`config.mk`:
```
export PLATFORM = sky130hd
export DESIGN_NAME = tt_dfd_skid_buffer_clr
export DESIGN_NICKNAME = d
export VERILOG_FILES = /design/src/rtl/tt_dfd_skid_buffer_clr.sv
export SDC_FILE = /design/constraint.sdc
export NUM_CORES = 1
export LEC_CHECK = 0
export CAP_MARGIN = 20
export CORE_MARGIN = 4
export CORE_UTILIZATION = 48
export CTS_BUF_LIST = sky130_fd_sc_hd__clkbuf_8 sky130_fd_sc_hd__clkbuf_16
export CTS_CLUSTER_SIZE = 14
export DETAILED_ROUTE_END_ITERATION = 10
export GPL_TIMING_DRIVEN = 0
export PLACE_DENSITY = 0.77
export SKIP_CTS_REPAIR_TIMING = 1
export SLEW_MARGIN = 20
export SYNTH_ARGS = -nofsm -noshare
export SYNTH_HDL_FRONTEND = slang
export SYNTH_SLANG_ARGS = --single-unit
export TNS_END_PERCENT = 20
```
`constraint.sdc`:
```
create_clock -name clk -period 1.9 [get_ports clk]
set_input_delay 0.38 -clock clk [delete_from_list [all_inputs] [get_ports clk]]
set_output_delay 0.38 -clock clk [all_outputs]
set_load 0.005 [all_outputs]
```
`src/rtl/tt_dfd_skid_buffer_clr.sv`:
```
// Two-entry registered valid/ready skid buffer with synchronous flush (clr).
// Optional stall counter enabled by defining TT_DFD_SKID_BUF_STALL_CNT_EN.
module tt_dfd_skid_buffer_clr #(
    parameter int unsigned           WIDTH       = 8,
    parameter logic [WIDTH-1:0]      RESET_VALUE = '0
) (
    input  logic             clk,
    input  logic             rst_n,
    input  logic             clr,
    input  logic             in_vld,
    output logic             in_rdy,
    input  logic [WIDTH-1:0] in_data,
    output logic             out_vld,
    input  logic             out_rdy,
    output logic [WIDTH-1:0] out_data
`ifdef TT_DFD_SKID_BUF_STALL_CNT_EN
    ,
    output logic [15:0]      stall_cnt
`endif
);

    // Encoding is {main_vld, skid_vld}; 2'b01 is unreachable.
    typedef enum logic [1:0] {
        EMPTY = 2'b00,
        ONE   = 2'b10,
        FULL  = 2'b11
    } state_t;

    state_t           state;
    state_t           state_nxt;
    logic [WIDTH-1:0] main_data;
    logic [WIDTH-1:0] skid_data;
    logic             push;
    logic             pop;
    logic             main_ld;
    logic             main_from_skid;
    logic             skid_ld;

    assign in_rdy   = ~state[0];
    assign out_vld  = state[1];
    assign out_data = main_data;

    assign push = in_vld & in_rdy;
    assign pop  = out_vld & out_rdy;

    always_ff @(posedge clk or negedge rst_n) begin
        if (!rst_n) begin
            state <= EMPTY;
        end else if (clr) begin
            state <= EMPTY;
        end else begin
            state <= state_nxt;
        end
    end

    always_comb begin
        state_nxt      = state;
        main_ld        = 1'b0;
        main_from_skid = 1'b0;
        skid_ld        = 1'b0;
        unique case (state)
            EMPTY: begin
                if (push) begin
                    state_nxt = ONE;
                    main_ld   = 1'b1;
                end
            end
            ONE: begin
                if (push && pop) begin
                    main_ld = 1'b1;
                end else if (push) begin
                    state_nxt = FULL;
                    skid_ld   = 1'b1;
                end else if (pop) begin
                    state_nxt = EMPTY;
                end
            end
            FULL: begin
                if (pop) begin
                    state_nxt      = ONE;
                    main_ld        = 1'b1;
                    main_from_skid = 1'b1;
                end
            end
            default: state_nxt = EMPTY;
        endcase
    end

    // Data registers only load on a beat or a flush, so they map onto enable flops.
    always_ff @(posedge clk or negedge rst_n) begin
        if (!rst_n) begin
            main_data <= RESET_VALUE;
        end else if (clr) begin
            main_data <= RESET_VALUE;
        end else if (main_ld) begin
            main_data <= main_from_skid ? skid_data : in_data;
        end
    end

    always_ff @(posedge clk or negedge rst_n) begin
        if (!rst_n) begin
            skid_data <= RESET_VALUE;
        end else if (clr) begin
            skid_data <= RESET_VALUE;
        end else if (skid_ld) begin
            skid_data <= in_data;
        end
    end

`ifdef TT_DFD_SKID_BUF_STALL_CNT_EN
    always_ff @(posedge clk or negedge rst_n) begin
        if (!rst_n) begin
            stall_cnt <= '0;
        end else if (clr) begin
            stall_cnt <= '0;
        end else if (out_vld && !out_rdy && (stall_cnt != '1)) begin
            stall_cnt <= stall_cnt + 16'd1;
        end
    end
`endif

    a_no_skid_without_main: assert property (
        @(posedge clk) disable iff (!rst_n) state != state_t'(2'b01)
    );

endmodule

```
==> impl_metrics.csv, run 1 <==
group,metric,value,unit
status,status,"finished with violations",
status,violations,"negative setup slack",
critical_path,crit_path_end_kind,"flop",
floorplan,core,1940,um2
floorplan,rows,16,
floorplan,initial_utilization,50.3,%
place,place.gp.congestion,0.799,
grt,first_global_vias,703,
floorplan,fp.dieW,53.1,um
finish,multi_input_area,484,um2
grt,overflow,0,
route,dr.pass1.iters,5,
route,routed_wl,1.97,mm
critical_path,cpMaxStageDelayCell,"dfrtp_1",
synthesis,netlist_instances,87,
grt,antenna_found_initial,0,
critical_path,cpLargestDelayFamily,"simple AND/OR/NAND/NOR gates",
cts,worst_setup_hold_path_clk_slew,60,ps
worst_hold_path,hold_path_class,"flop to flop",
place,placed_cells_incl_taps,135,
place,port_buffers,21,
critical_path,worstRegToRegCells,7,
critical_path,cp_max_fo,6,
route,antenna_left,0,
timing,hold_slack,505,ps
cts,numCtsBuffers,3,
place,hpwl,1.49,mm
synthesis,ys_ff_latch,18,
timing,finalSetupTns,-256,ps
run,maxCapViolations,0,
timing,hold_viol,0,
critical_path,cp-start-kind,"flop",
synthesis,syn_nets,104,
timing,fin_crit,1930,ps
floorplan,die_y,53.1,um
floorplan,die-area,2820,um2
timing,tightestPinTransition,790,ps
finish,utilization,65.4,%
route,vias,763,
grt,grt_pass1_wl,3.22,mm
power_and_ir_drop,leakagePower,0.528,nW
critical_path,cp.depth,7,
finish,final_layout_size_suffix_gt1_share,8.93,%
cts,cts_max_path_buffers,2,
place,placed_cell_area,1220,um2
critical_path,slowest_delay,430,ps
timing,fin_ws,-33.6,ps
route,drc,0,
finish,seqCellArea,450,um2
cts,cts_tree,"built",
critical_path,worst-path-buf-inv,2,
critical_path,startpoint,"state[0]",
synthesis,syn-cell-area,977,um2
timing,rsz0062_at_grt,"yes",
synthesis,synth_cell_type_count,26,
cts,clock-sinks,18,
timing,fin_crit_sh,102,%
power_and_ir_drop,powerDensity,1000,nW/um2
cts,cts_max_level,1,
cts,clock_latency,250,ps
timing,setup_viol,10,
critical_path,required,2070,ps
critical_path,r2r-end,"out_data[6]",
critical_path,r2r_slack,-30,ps
finish,syn_to_final_growth,30.0,%
finish,nets,131,
finish,n_antenna_cell,0,
grt,grt_max_degree,19,
grt,grtUsageTotal,15.8,%
timing,finClkSkew,0.792,ps
critical_path,path_cells,"inv_1 > ha_1 > and3b_1 > a221oi_4 > buf_4 > or3_1 > a21oi_1",
finish,fin_area,1270,um2
route,vias_per_cell,5.49,
power_and_ir_drop,irDropWorstVdd,645,uV
route,wl_per_cell,14.2,um
finish,layout.cells.non_filler,139,
floorplan,io_pins,23,
power_and_ir_drop,finalPower,1.27,mW
cts,cts-root-buf,"clkbuf_8",
timing,slew_violations,0,
synthesis,synth_warnings,0,
critical_path,crit_arrival,2110,ps
synthesis,synth.yosys.seq_area_share,46.1,%
finish,fillers,177,
place,place_ws,-140,ps
timing,max_freq,517,MHz
timing,slew_headroom,47.1,%
critical_path,reg2reg_from,"state[0]",
critical_path,crit_end,"out_data[6]",
critical_path,critPathKind,"flop to flop",
route,first_iter_violations,6,
synthesis,syn_avg_cell_area,11.2,um2
flip-flops by register name, indices dropped and copies added, names as in the netlist:
signal     flops
out_data       8
state          2
skid_data      8
how the worst min path moves through the flow:
stage,start,endpoint,slack (ps),cells after the start
6_report,skid_data[1],skid_data[1],510,1
5_1_grt,skid_data[1],skid_data[1],520,1
4_1_cts,skid_data[1],skid_data[1],510,1
3_5_place_dp,skid_data[7],skid_data[7],490,1
3_3_place_gp,skid_data[2],skid_data[2],490,1
2_1_floorplan,rst_n,out_data[0],80,0
metal layers:
| metal | GRT usage, % | up-vias | part of all wire (%) |
|---|---|---|---|
| met1 | 22.0 | 359 | 48 |
| met3 | 4.23 | 5 | 5.8 |
| li1 | - | 380 | - |
| met4 | 5.11 | 0 | 1.5 |
| met5 | 0 | - | 0 |
| met2 | 23.8 | 19 | 44 |
kinds of logic after synthesis:
group / count (synthesis) / share of synthesized area (%)
AO/OA/AOI/OAI: 30 / 22.5
buffers and inverters: 7 / 4.35
flip-flops: 18 / 46.1
AND/OR/NAND/NOR: 18 / 11.5
multiplexers: 10 / 10.4
adder cells (fa/ha/maj): 4 / 5.12
power by group:
part	internal (mW)	leakage [nW]	switching, mW
Combinational	0.274	0.262	0.244
Clock	0.141	0.0216	0.113
Sequential	0.453	0.245	0.0480
cell usage after synthesis:
cell / number / area, um2
dfrtp_1: 18 / 450
nor3_2: 1 / 10.0
nor2b_1: 3 / 18.8
buf_2: 1 / 5.00
or3_1: 5 / 31.3
buf_6: 2 / 22.5
o21a_1: 1 / 7.51
mux2_1: 1 / 11.3
and3_1: 1 / 6.26
and3b_1: 1 / 8.76
o41ai_1: 3 / 26.3
a221oi_4: 1 / 26.3
o31ai_1: 1 / 7.51
clkbuf_1: 2 / 7.51
inv_1: 2 / 7.51
a22o_1: 8 / 70.1
mux2i_1: 9 / 90.1
nand4_1: 1 / 6.26
a211oi_1: 1 / 7.51
ha_1: 4 / 50.1
nor2_1: 2 / 7.51
and2b_4: 1 / 10.0
nand2_1: 2 / 7.51
a21oi_1: 7 / 35.0
and2_1: 1 / 6.26
o21ai_1: 8 / 40.0
cell usage in the layout, fill, tap and decap left out, types with 2 or more instances in the layout:
master	synthesis	final
a22o_1	8	8
o21ai_1	8	8
or3_1	5	5
inv_1	2	2
ha_1	4	4
nor2_1	2	2
mux2i_1	9	9
clkdlybuf4s50_1	0	21
nor2b_1	3	3
clkbuf_1	2	2
dfrtp_1	18	18
clkbuf_8	0	3
buf_6	2	2
nand2_1	2	2
o41ai_1	3	3
a21oi_1	7	7
worst reg2reg max path, delay by kind of cell (launching register included):
kind / cells / cell delay (ps)
AOI/OAI and AO/OA: 2 / 260
and+or+nand+nor: 2 / 620
adders and majority gates: 1 / 240
buffers and inverters: 2 / 300
DFF: 1 / 430
final cells by class:
class | count | share of cell area (%)
multi-input combinational | 62 | 38.1
sequential | 18 | 35.5
timing repair buffer | 22 | 17.1
clock buffer | 3 | 3.25
buffer | 5 | 2.76
tap | 27 | 2.66
inverter | 2 | 0.591
No activity file was read; power rests on OpenSTA's default activity.
==> inputs of run 2 (changes only) <==
Settings changed: CORE_UTILIZATION 48 to 52, CTS_BUF_LIST sky130_fd_sc_hd__clkbuf_8 sky130_fd_sc_hd__clkbuf_16 to default, PLACE_DENSITY 0.77 to 0.83, SKIP_CTS_REPAIR_TIMING 1 to default.
Clock period 1.9 ns to 2.4 ns, I/O delays scaled along.
==> impl_metrics.csv, run 2 (synthesis gave the netlist of run 1 again) <==
group,metric,value,unit
status,status,"finished, final reports clean",
floorplan,initial_utilization,56.0,%
power_and_ir_drop,leakagePower,0.523,nW
cts,cts_resized,0,
cts,cts_max_path_buffers,2,
critical_path,startpoint,"state[0]",
timing,finalSetupTns,0,ps
finish,nets,130,
critical_path,worst-path-buf-inv,1,
finish,multi_input_area,484,um2
floorplan,io_pins,23,
finish,fin_area,1250,um2
grt,grtUsageTotal,16.6,%
cts,post_cts_buffers,0,
critical_path,crit_arrival,2070,ps
critical_path,cp_max_fo,5,
floorplan,die_y,51.4,um
cts,cts-root-buf,"clkbuf_4",
timing,slew_violations,0,
route,first_iter_violations,13,
timing,fin_crit_sh,78.3,%
critical_path,reg2reg_from,"state[0]",
cts,cts_tree,"built",
place,place.gp.congestion,0.796,
floorplan,fp.dieW,51.4,um
grt,antenna_found_initial,0,
cts,cts_max_level,1,
worst_hold_path,hold_path_class,"flop to flop",
place,hpwl,1.56,mm
place,placed_cells_incl_taps,133,
timing,slew_headroom,47.0,%
cts,hold_buffers,0,
route,dr.pass1.iters,3,
route,antenna_left,0,
power_and_ir_drop,finalPower,993,uW
critical_path,cp.depth,6,
cts,clock_latency,300,ps
finish,n_antenna_cell,0,
finish,fillers,149,
floorplan,die-area,2640,um2
critical_path,cpMaxStageDelayCell,"dfrtp_1",
finish,final_cell_mix,"clkdlybuf4s50_1 (21), dfrtp_1 (18), mux2i_1 (9), a22o_1 (8), o21ai_1 (8)",
route,vias_per_cell,5.39,
power_and_ir_drop,powerDensity,792,nW/um2
worst_hold_path,hold_depth,1,
grt,overflow,0,
critical_path,required,2590,ps
grt,first_global_vias,776,
critical_path,worstRegToRegCells,6,
timing,setup_viol,0,
timing,tightestPinTransition,793,ps
floorplan,core,1750,um2
finish,layout.cells.non_filler,137,
floorplan,rows,15,
cts,numCtsBuffers,3,
critical_path,cp-start-kind,"flop",
place,placed_cell_area,1220,um2
finish,final_layout_size_suffix_gt1_share,8.93,%
grt,grt_max_degree,19,
grt,grt_pass1_wl,3.31,mm
cts,worst_setup_hold_path_clk_slew,110,ps
power_and_ir_drop,irDropWorstVdd,544,uV
finish,seqCellArea,450,um2
timing,finClkSkew,2.22,ps
route,vias,739,
place,port_buffers,21,
route,wl_per_cell,14.7,um
critical_path,critPathKind,"flop to flop",
finish,final_common_cell,"clkdlybuf4s50_1",
route,drc,0,
finish,syn_to_final_growth,28.4,%
worst_hold_path,hp-start,"skid_data[0]",
run,maxCapViolations,0,
finish,utilization,71.9,%
timing,rsz0062_at_grt,"no",
timing,fin_crit,1880,ps
critical_path,path_cells,"inv_1 > ha_1 > and3b_1 > mux2i_1 > o21a_1 > mux2_1",
timing,max_freq,532,MHz
cts,clock-sinks,18,
timing,hold_viol,0,
route,routed_wl,2.01,mm
critical_path,crit_path_end_kind,"flop",
critical_path,slowest_delay,440,ps
critical_path,cpLargestDelayFamily,"multiplexers",
-- run 2: changes by cell type in the layout (fill, tap and decap cells not counted), sizes merged --
cell | previous run | this run
clkbuf | 5 | 6
buf | 4 | 3
-- run 2: layout make-up --
class	count	area share, %
Buffer	5	2.79
Inverter	2	0.598
Sequential cell	18	35.9
Multi-Input combinational cell	62	38.6
Timing Repair Buffer	21	16.7
Tap cell	25	2.49
Clock buffer	4	2.89
-- run 2: worst paths after layout --
check | to | slack [ps]
min in group asynchronous | state[0] | 630
hold reg to reg | skid_data[0] | 520
setup reg to reg | state[1] | 520
max in group asynchronous | skid_data[3] | 1280
setup / recovery | state[1] | 520
hold / removal | skid_data[0] | 520
-- run 2: per-stage QoR --
stage	hold WS, ps	worst slack [ps]
4_1_cts	522	511
3_3_place_gp	488	280
5_1_grt	546	358
3_5_place_dp	492	244
2_1_floorplan	184	742
6_report	518	521
-- run 2: per-layer routing --
layer | track usage (%) | vias up | part of all wire (%)
met5 | 0 | - | 0
met4 | 3.93 | 0 | 1.0
met3 | 3.21 | 4 | 4.9
met2 | 29.2 | 16 | 47
met1 | 20.9 | 343 | 47
li1 | - | 376 | -
-- run 2: where the power goes --
part	internal, mW	switching, mW
sequential	0.358	0.0396
clock	0.0926	0.104
combinational	0.209	0.191
